==> src/rtl/nmr_stream_pkg.sv <==
// Shared packed-sample stream definitions: sample/lane widths and lane slicing.
// Latency: none (types, constants and pure functions only).
// Backpressure: not applicable.
package nmr_stream_pkg;

  localparam int SAMPLE_W = 16;
  localparam int LANES    = 4;
  localparam int WORD_W   = 2 * LANES * SAMPLE_W;
  localparam int LANE_W   = (LANES > 1) ? $clog2(LANES) : 1;

  // Lane k of the I half. Lane 0 is the most significant lane of the upper half.
  // Shifting first keeps the select constant, so no index-width juggling.
  function automatic logic [SAMPLE_W-1:0] get_i(input logic [WORD_W-1:0] word,
                                                 input logic [LANE_W-1:0] k);
    logic [WORD_W-1:0] sh;
    sh = word << (k * SAMPLE_W);
    return sh[WORD_W-1 -: SAMPLE_W];
  endfunction

  // Lane k of the Q half. Lane 0 is the most significant lane of the lower half.
  function automatic logic [SAMPLE_W-1:0] get_q(input logic [WORD_W-1:0] word,
                                                 input logic [LANE_W-1:0] k);
    logic [WORD_W-1:0] sh;
    sh = word << (k * SAMPLE_W);
    return sh[WORD_W/2-1 -: SAMPLE_W];
  endfunction

endpackage

==> src/rtl/sample_word_buf.sv <==
// Two-entry word holding register (active + pending) with fill/refill priority.
// Latency: a word pushed into an empty buffer is active on the accept edge.
// Backpressure: push_rdy = !pending_vld; refill order on pop_last is pending, push, empty.
module sample_word_buf
  import nmr_stream_pkg::*;
(
  input  logic              clk,
  input  logic              rst_n,
  input  logic              flush,
  input  logic              push_vld,
  input  logic [WORD_W-1:0] push_dat,
  output logic              push_rdy,
  input  logic              pop_last,
  output logic [WORD_W-1:0] active_dat,
  output logic              active_vld,
  output logic              pending_vld
);

  logic [WORD_W-1:0] pending_dat;
  logic              push;

  // Ready depends only on state, so upstream can never form a loop through it.
  assign push_rdy = !pending_vld;
  assign push     = push_vld && push_rdy;

  // Active/pending registers; flush outranks every other event.
  always_ff @(posedge clk or negedge rst_n) begin
    if (!rst_n) begin
      active_dat  <= '0;
      active_vld  <= 1'b0;
      pending_dat <= '0;
      pending_vld <= 1'b0;
    end else if (flush) begin
      active_vld  <= 1'b0;
      pending_vld <= 1'b0;
    end else if (pop_last) begin
      // Last lane leaving: pending wins, then a word arriving this cycle.
      if (pending_vld) begin
        active_dat  <= pending_dat;
        pending_vld <= 1'b0;
      end else if (push) begin
        active_dat <= push_dat;
      end else begin
        active_vld <= 1'b0;
      end
    end else if (push) begin
      if (!active_vld) begin
        active_dat <= push_dat;
        active_vld <= 1'b1;
      end else begin
        pending_dat <= push_dat;
        pending_vld <= 1'b1;
      end
    end
  end

endmodule

==> src/rtl/sample_word_unpacker.sv <==
// Unpacks {I0..I3,Q0..Q3} words into one signed I/Q pair per clock; optional underrun counter (UNPACK_UNDERRUN_EN).
// Latency: a word accepted into an empty unpacker is presented as lane 0 right after the accept edge.
// Backpressure: out_ready low holds the sample; word_ready drops only when active and pending are both full.
module sample_word_unpacker
  import nmr_stream_pkg::*;
(
  input  logic                clk,
  input  logic                rst_n,
  input  logic [WORD_W-1:0]   word_in,
  input  logic                word_valid,
  output logic                word_ready,
  input  logic                flush,
  output logic [SAMPLE_W-1:0] i_out,
  output logic [SAMPLE_W-1:0] q_out,
  output logic                out_valid,
  input  logic                out_ready,
  output logic                out_first
`ifdef UNPACK_UNDERRUN_EN
  ,
  output logic [15:0]         underrun_cnt
`endif
);

  logic [WORD_W-1:0] active_dat;
  logic              active_vld;
  logic              pending_vld;
  logic [LANE_W-1:0] lane;
  logic              last_lane;
  logic              consume;
  logic              pop_last;

  assign last_lane = (lane == LANE_W'(LANES - 1));
  assign consume   = active_vld && out_ready;
  assign pop_last  = consume && last_lane;

  sample_word_buf u_buf (
    .clk         (clk),
    .rst_n       (rst_n),
    .flush       (flush),
    .push_vld    (word_valid),
    .push_dat    (word_in),
    .push_rdy    (word_ready),
    .pop_last    (pop_last),
    .active_dat  (active_dat),
    .active_vld  (active_vld),
    .pending_vld (pending_vld)
  );

  // Lane counter walks the active word and wraps when its last lane is taken.
  always_ff @(posedge clk or negedge rst_n) begin
    if (!rst_n) begin
      lane <= '0;
    end else if (flush) begin
      lane <= '0;
    end else if (consume) begin
      lane <= last_lane ? '0 : lane + LANE_W'(1);
    end
  end

  // Output mux; samples are forced to zero whenever nothing is valid.
  always_comb begin
    out_valid = active_vld;
    out_first = 1'b0;
    i_out     = '0;
    q_out     = '0;
    if (active_vld) begin
      out_first = (lane == '0);
      i_out     = get_i(active_dat, lane);
      q_out     = get_q(active_dat, lane);
    end
  end

`ifdef UNPACK_UNDERRUN_EN
  logic armed;

  // Underrun counting starts only once the stream has actually delivered a sample.
  always_ff @(posedge clk or negedge rst_n) begin
    if (!rst_n) begin
      armed        <= 1'b0;
      underrun_cnt <= '0;
    end else if (flush) begin
      armed        <= 1'b0;
      underrun_cnt <= '0;
    end else begin
      if (consume) begin
        armed <= 1'b1;
      end
      if (armed && out_ready && !active_vld && (underrun_cnt != 16'hFFFF)) begin
        underrun_cnt <= underrun_cnt + 16'd1;
      end
    end
  end
`endif

  // pending_vld is consumed inside the buffer; it is exported for visibility only.
  logic unused_ok;
  assign unused_ok = pending_vld;

endmodule

==> config.mk <==
export PLATFORM = sky130hd
export DESIGN_NAME = sample_word_unpacker
export DESIGN_NICKNAME = d
export VERILOG_FILES = /design/src/rtl/nmr_stream_pkg.sv /design/src/rtl/sample_word_buf.sv /design/src/rtl/sample_word_unpacker.sv
export SDC_FILE = /design/constraint.sdc
export NUM_CORES = 1
export LEC_CHECK = 0
export ABC_CLOCK_PERIOD_IN_PS = 3600
export CORE_MARGIN = 2
export CORE_UTILIZATION = 40
export CTS_BUF_LIST = sky130_fd_sc_hd__clkbuf_4
export CTS_CLUSTER_SIZE = 12
export DETAILED_ROUTE_END_ITERATION = 8
export GPL_TIMING_DRIVEN = 0
export HOLD_SLACK_MARGIN = 0.05
export PLACE_DENSITY = 0.57
export SLEW_MARGIN = 10
export SYNTH_ARGS = -nofsm -noshare
export SYNTH_HDL_FRONTEND = slang
export SYNTH_SLANG_ARGS = --single-unit
==> constraint.sdc <==
create_clock -name clk -period 3.6 [get_ports clk]
set_input_delay 0.54 -clock clk [delete_from_list [all_inputs] [get_ports clk]]
set_output_delay 0.54 -clock clk [all_outputs]
set_load 0.05 [all_outputs]
* Word level (Yosys, flattened, before mapping)
Index checks and enable logic that the tools add are counted.
** Cells by class
- Reduce and logical (&&, ||, !) cells :: 14
- Equality and inequality tests :: 4
- Bitwise gates (word level) :: 2
- Shift-type cells :: 1
- Mux-type cells :: 20
- $add $sub $neg :: 1
** Operators by type and width (count)
- 128-bit 2-to-1 mux :: 5
- 128-bit by 6-bit << shifter with 128-bit output :: 1
- 16-bit 2-to-1 mux :: 2
- 1-bit 2-to-1 mux :: 10
- 4-bit AND reduction :: 2
- 2-bit 2-to-1 mux :: 3
- 3-bit inequality test (second input constant) :: 2
- 2-bit nonzero test :: 3
- 3-bit nonzero test :: 2
- 1-bit logical AND :: 3
- 3-bit AND reduction :: 1
- 2-bit by 1-bit adder with 2-bit output (second input constant) :: 1
- 2-bit == test (second input constant) :: 1
- 2-bit logical NOT :: 1
- 2-bit inequality test (second input constant) :: 1
- 1-bit NOT :: 2
- 2-bit AND reduction :: 1
- 1-bit logical NOT :: 1
** Storage, ports and cells
- Output and inout port bits :: 35
- Register bits :: 260

* Depth between registers and ports, before layout
- Depth after elaboration :: 6
- Gate-level depth with buffers :: 6
- Depth with buffers taken out :: 4

* Hierarchy
From an unflattened synthesis, not the netlist that was laid out.
** Second synthesis, totals
- Cells, all modules :: 823
- Area total of the unflattened synthesis :: 13366.6 um2
** Modules (own cells, without submodules)
- sample_word_buf :: area each 12221.7 um2, cells an instance 697, times used 1
- sample_word_unpacker :: area each 1144.8 um2, cells an instance 126, times used 1

* Least setup slack after synthesis
Ideal clock, no wire load.
- Path type :: reg2out
- Start :: reg lane[0]
- End :: out i_out[0]
- Arrival time :: 1695 ps
- Slack :: 1365 ps
- Stages on the path, launching flop included :: 5
- Data required time :: 3060 ps
- Cell sequence :: dfrtp_1 -> buf_2 -> buf_2 -> mux4_2 -> and2_1
** Between the ends
- Word-level cells in the longest chain between the ends :: 2
** Ends and longest elaborated chain
- start, declared :: line sample_word_unpacker.sv:27 : logic [LANE_W-1:0] lane;
- start signal, assigned :: line sample_word_unpacker.sv:56 : lane <= last_lane ? '0 : lane + LANE_W'(1);
- 128-bit by 6-bit << shifter with 128-bit output
- 16-bit 2-to-1 mux :: line sample_word_unpacker.sv:66 : if (active_vld) begin
- end, declared :: line sample_word_unpacker.sv:13 : output logic [SAMPLE_W-1:0] i_out,
Every way passes these cells.

* Worst setup path in the final report
- Start :: reg lane[1]
- End :: out q_out[2]
** Between the ends
- Word-level cells in the longest chain between the ends :: 2
** Ends and longest elaborated chain
- 128-bit by 6-bit << shifter with 128-bit output :: line nmr_stream_pkg.sv:24 : sh = word << (k * SAMPLE_W);
- 16-bit 2-to-1 mux :: line sample_word_unpacker.sv:66
- end, declared :: line sample_word_unpacker.sv:14 : output logic [SAMPLE_W-1:0] q_out,
Every way passes these cells.

==> impl_results.md <==
* Status: complete, no violations
* Clock Power Share at 32.5%
* CTS tree: built
* Via Count at ~7400
* Critical Path AT at slightly below 3000 ps
* Final Power at 0.00846 W
* Routed Antenna Nets at 0
* Root buffer cell: clkbuf_4
* Residual DRC at 0
* Post-Syn Area at between 10000 and 15000 sq um
* Wire length on met1 at ~14 mm
* Slew margin rel. at between 50% and 60%
* Number of synthesized flops with an enable pin at 0
* Final Slew Violations at 0
* CP max-delay cell: clkdlybuf4s50_1
* Top cell type's share of synthesized area at 53.1%
* Switching power at around 0.0022 W
* Power per cell area at ~550 nW/um^2
* Fillers at 2754
* Avg WL per Cell at 19.9 microns
* Setup slack after layout at around 160 ps
* Setup CP Type: flop to primary output
* DR WL met2 at around 14 mm
* Flops & latches, synth at 260
* Layout area overhead at 25.6%
* Clock tree buffer depth at 3
* Routed met3 length at 1.42 mm
* Synth area leader: dfrtp_1
* RSZ-0062 raised after global routing: false
* Reg-to-reg startpoint: lane[1]
* Reg clk slew, reported paths at around 70 ps
* Highest Clock Rate at between 200 and 300 MHz
* GPL Wtd Cong at around 0.73
* Internal power at about 0.0062 W
* Post-synthesis sequential area ratio at a little over half
* Initial antenna violation count at 3
* Synth warnings at 0
* Largest fanout on the critical path at 10
* Startpoint Class: flop
* Most frequent cell after synthesis: mux2_2
* Syn Area/Cell at between 15 and 20 sq um
* Initial Utilization at approximately two fifths
* Reg2reg setup slack at 1140 ps
* Die Wd at between 150 and 200 microns
* Leak at approximately 6.6 nW
* Slowest stage delay, CP at 700 ps
* Clock sink count at 260
* Final wirelength at around 30 mm
* Area contributors post-synth: dfrtp_1, mux2_2, mux4_2, and2_1, buf_2
* Max rail drop VDD at between 0.2 and 0.3 mV
* Reg2Reg Capture Point: u_buf.active_dat[59]
* # H-tree levels at 3
* Chip Height at 179 microns
* Required @ worst endpoint at 3060 ps
* Crit. End Element: primary output
* R2R depth at 6
* Yosys cell types at 23
* Nets@finish at 1168
* Post-synth net total at roughly 920
* Area after DPL at 14500 sq um
* Via density at 5.00
* Final Cycle Share at 95.5%
* Design area at around 15000 sq um
* Drt pass-1 iters at 4
* Vias in the first global route at ~8000
* Initial drt markers at approximately 260
* Ys flop type: dfrtp_1
* I/O Pins at about 170
* CORE AREA at between 30000 and 40000 sq um
* Asr flop ratio synth at 100%
* Clk_lat worst skew at around 680 ps
* Max Cap Viol at 0
* Synth Instances at between 700 and 800
* Worst slack at placement at between 200 and 300 ps
* Switching part of the total at 26.4%
* First-pass GRT wire length at 45.7 mm
* Pin count of the biggest net entering global routing at 102
* Part of the power in registers at approximately 48%
* Die Area at 32100 sq um
* Worst-margin pin slew at around 640 ps
* CTS buffer count at 75
* IO buf count at ~170
* # setup viols final at 0
* Overall Global Routing Usage at between 10% and 20%
* Final Hold Viols at 0
* Worst Skew at between 50 and 60 ps
* Final worst path period need at between 3000 and 4000 ps
* Dpl hpwl at slightly above 20 mm
* Logic pwr share at 19.7%
* GR Overflow Total at 0
* DR top layer: met5
* Post-synth top cells: mux2_2, dfrtp_1, and2_1
* Crit-path cells: buf_2, mux4_2, and2_1, clkdlybuf4s50_1
* Cell row count at 64
* Layout cells sized above 1 at 54.2%
* Tightest Hold Check Type: input port to async pin
registers in the layout, indices dropped and copies added, names as in the netlist:
signal             flops
lane                   2
u_buf.pending_dat    128
u_buf.active_dat     128
u_buf.active_vld       1
u_buf.pending_vld      1
cell usage in the layout, fill, tap and decap left out, types with 4 or more instances in the layout:
cell type	count
dlygate4sd2_1	26
buf_2	21
mux4_2	32
clkinv_1	6
clkdlybuf4s50_1	139
mux2_2	384
clkbuf_1	4
and2_1	33
clkbuf_4	111
buf_4	15
dfrtp_1	260
buf_6	10
final cells by class:
cell class	instances	area [sq um]	area share [%]
plain buffers	53	363	2.36
well taps	396	495	3.22
inverters	3	11.3	0.0731
clock inverters	10	93.8	0.609
multi-input cells	470	5390	35.0
repair buffers	170	1710	11.1
diodes	2	5.00	0.0325
flip-flops and latches	260	6510	42.2
clock buffers	110	826	5.36
routing by layer:
metal	track usage, %	up-vias
met5	0	-
met3	4.60	50
li1	-	3422
met1	26.4	3716
met2	29.6	173
met4	6.13	2
how the worst max path moves through the flow:
stage,start,endpoint,depth (start not counted)
final,lane[1],q_out[2],4
after global routing,lane[1],q_out[2],4
after CTS,lane[0],i_out[8],5
after detailed placement,lane[1],i_out[3],5
after global placement,rst_n,u_buf.active_dat[100],1
after floorplan,lane[0],i_out[0],4
cell families after synthesis:
family / Yosys count / share of synthesized area (%)
AOI/OAI and AO/OA: 6 / 0.337
and+or+nand+nor: 45 / 2.19
muxes: 417 / 41.2
buffers and inverters: 57 / 2.96
adders and majority gates: 2 / 0.204
DFF: 260 / 53.1
what timing repair did:
item | 4_1_cts | 5_1_grt
gates cloned | 0 | 0
endpoints found under the setup margin | 29 | 1
hold buffers | 1 | 0
resized for setup | 34 | 1
setup buffers | 0 | 0
pin swaps | 0 | 0
endpoints found under the hold margin | 82 | 0
critical path: cells and delay by family, from the launching register on:
kind	cells	cell delay (ps)
buffers and inverters	2	1090
DFF	1	590
muxes	1	340
and+or+nand+nor	1	190
per-stage QoR:
step           hold WS [ps]  std cells   TNS, ps  util, %
4_1_cts                 433       1472         0     50.7
3_5_place_dp            489       1352         0     47.7
6_report                445       1474         0     50.8
5_1_grt                 438       1474         0     50.8
2_1_floorplan           244        787         0        -
3_3_place_gp            482       1350  -2598120     47.5
power by group through the flow:
stage | registers [W] | logic (W) | clock network (W)
after CTS | 0.00405 | 0.00170 | 0.00286
final | 0.00405 | 0.00166 | 0.00275
after global routing | 0.00415 | 0.00181 | 0.00302
after detailed placement | 0.00410 | 0.00171 | 0
after global placement | 0.00409 | 0.00168 | 0
after floorplan | 0.00397 | 0.00122 | 0
Note: power is estimated with default switching activity, not from simulation.
==> patch: new RTL, same settings <==
`SAMPLE_W`: 16 -> 12.
--- a/src/rtl/nmr_stream_pkg.sv
+++ b/src/rtl/nmr_stream_pkg.sv
@@ -3,7 +3,7 @@
 // Backpressure: not applicable.
 package nmr_stream_pkg;
 
-  localparam int SAMPLE_W = 16;
+  localparam int SAMPLE_W = 12;
   localparam int LANES    = 4;
   localparam int WORD_W   = 2 * LANES * SAMPLE_W;
   localparam int LANE_W   = (LANES > 1) ? $clog2(LANES) : 1;
Ports: changed (resized i_out, q_out and word_in); port bits go from 168 to 128. The function was not compared with the original's and may differ.
==> patch against the original RTL <==
  * Power is 27% lower
  * Worst setup slack lost 0.089 ns
  * Sequential cell count is 64 lower
  * Maximum frequency is 2.5% lower
  * Combinational power increased by 9.6%
  * Final area decreased by 17%
  * Area after synthesis decreased by 12%
  * Wire length grew 4.8%
  * Critical endpoint is now q_out[4]
  * Highest routed layer is now met4
==> patch: results (changes against the original RTL) <==
| Metric | Value |
|---|---|
| Inst Count DP | `1372 (+1.5%)` |
| R2R Path End | `u_buf.active_dat[91]$_DFFE_PN0P_` |
| Gr usage total | `0.220 (+0.0290)` |
| CP max FO | `10 (unchanged)` |
| Worst R2R Setup Slack | `1.28 ns (+0.14 ns)` |
| Clk pin slew, worst setup/hold paths | `0.18 ns (+0.11 ns)` |
| Top Registers | `u_buf.active_dat: 96 flops, u_buf.pending_dat: 96 flops, lane: 2 flops` |
| Port Buffers | `127 (-24%)` |
| Clock skew | `0.0325 ns (-0.0181 ns)` |
| Top cells by area, synth | `dfrtp_1 46%, mux2i_1 16%, mux2_2 6.7%, mux4_2 6.3%, mux2_4 5.6%` |
| Crit path capture | `q_out[4]` |
| Buffering overhead | `0.139 (+0.00392)` |
| Clock group | `1.12 mW (-59%)` |
| Worst r2r path cells | `8 (+2)` |
| CTS buffer count | `17 (-77%)` |
| Gate power share | `0.294 (+0.097)` |
| Sequential fraction of the synthesis area | `0.457 (-0.0739)` |
| DR pass1 iterations | `5 (+1)` |
| Outcome | `complete, no violations` |
| Max H-tree Level | `4 (+1)` |
| Layout Nets | `1161 (-0.60%)` |
| CLK BUF | `17 (-85%)` |
| Post-synthesis cell count | `908 (+15%)` |
| CTS max path bufs | `2 (-1)` |
| Synth Area in Adders | `0.00466 (+0.00262)` |
| Multi-input gate share of the layout cell area | `0.426 (+0.0756)` |
| Resized cells post-CTS | `161 (+370%)` |
| CP peak stage delay | `0.44 ns (-0.26 ns)` |
| Fillers | `2433 (-12%)` |
| Sw power | `2.19 mW (-2.0%)` |
| Syn_nets | `1013 (+9.9%)` |
| Metal3 WL | `2.02 mm (+42%)` |
| Vias per inst | `5.64 (+13%)` |
| Synth cell types | `35 (+52%)` |
| Final wirelength | `30.8 mm (+4.8%)` |
| Max Used Layer | `met4` |
| Post-DP HPWL | `22.7 mm (+12%)` |
| Met2 wire length | `13.9 mm (+2.7%)` |
| Mux cell area share after synthesis | `0.343 (-0.0697)` |
| Worst vdd ir | `0.268 mV (-4.1%)` |
| First-pass GRT wire length | `47.0 mm (+2.9%)` |
| Setup bufs post-CTS | `1 (+1)` |
| CP Data Arrival Time | `2.99 ns (+0.09 ns)` |
| Clk_lat worst skew | `0.59 ns (-0.09 ns)` |
| Vias | `7910 (+7.4%)` |
| Multi-input comb cells | `638 (+36%)` |
| 1st-iter DRT viols | `553 (+110%)` |
| ClkCell Share | `0.0192 (-0.0405)` |
| WL met1 | `14.3 mm (+3.8%)` |
[patch: changes by cell type in the layout (fill, tap and decap cells not counted), moves of 28 or more]
| cell | change |
|---|---|
| mux2i_1 | +157 |
| clkdlybuf4s50_1 | -37 |
| and2_1 | -29 |
| a21oi_1 | +100 |
| dfrtp_1 | -64 |
| mux2_2 | -320 |
| nor2_1 | +105 |
| clkbuf_4 | -89 |
| mux2_4 | +40 |
| nand2_1 | +28 |
[patch: routing by layer]
metal	global-route usage	vias up
met3	0.0536	31
met5	0	-
met2	0.330	262
met4	0.0586	0
met1	0.319	4006
li1	-	3611
[patch: per-stage QoR]
step | TNS, ns | worst slack (ns) | power (mW) | instance area [µm²]
2_1_floorplan | 0 | 0.286 | 4.33 | 10700
3_3_place_gp | -1292.87 | -6.61 | 5.01 | 12400
3_5_place_dp | -0.828 | -0.114 | 5.05 | 12500
4_1_cts | -0.324 | -0.0585 | 6.18 | 12700
5_1_grt | -0.143 | -0.0387 | 6.53 | 12800
6_report | 0 | 0.0748 | 6.19 | 12800
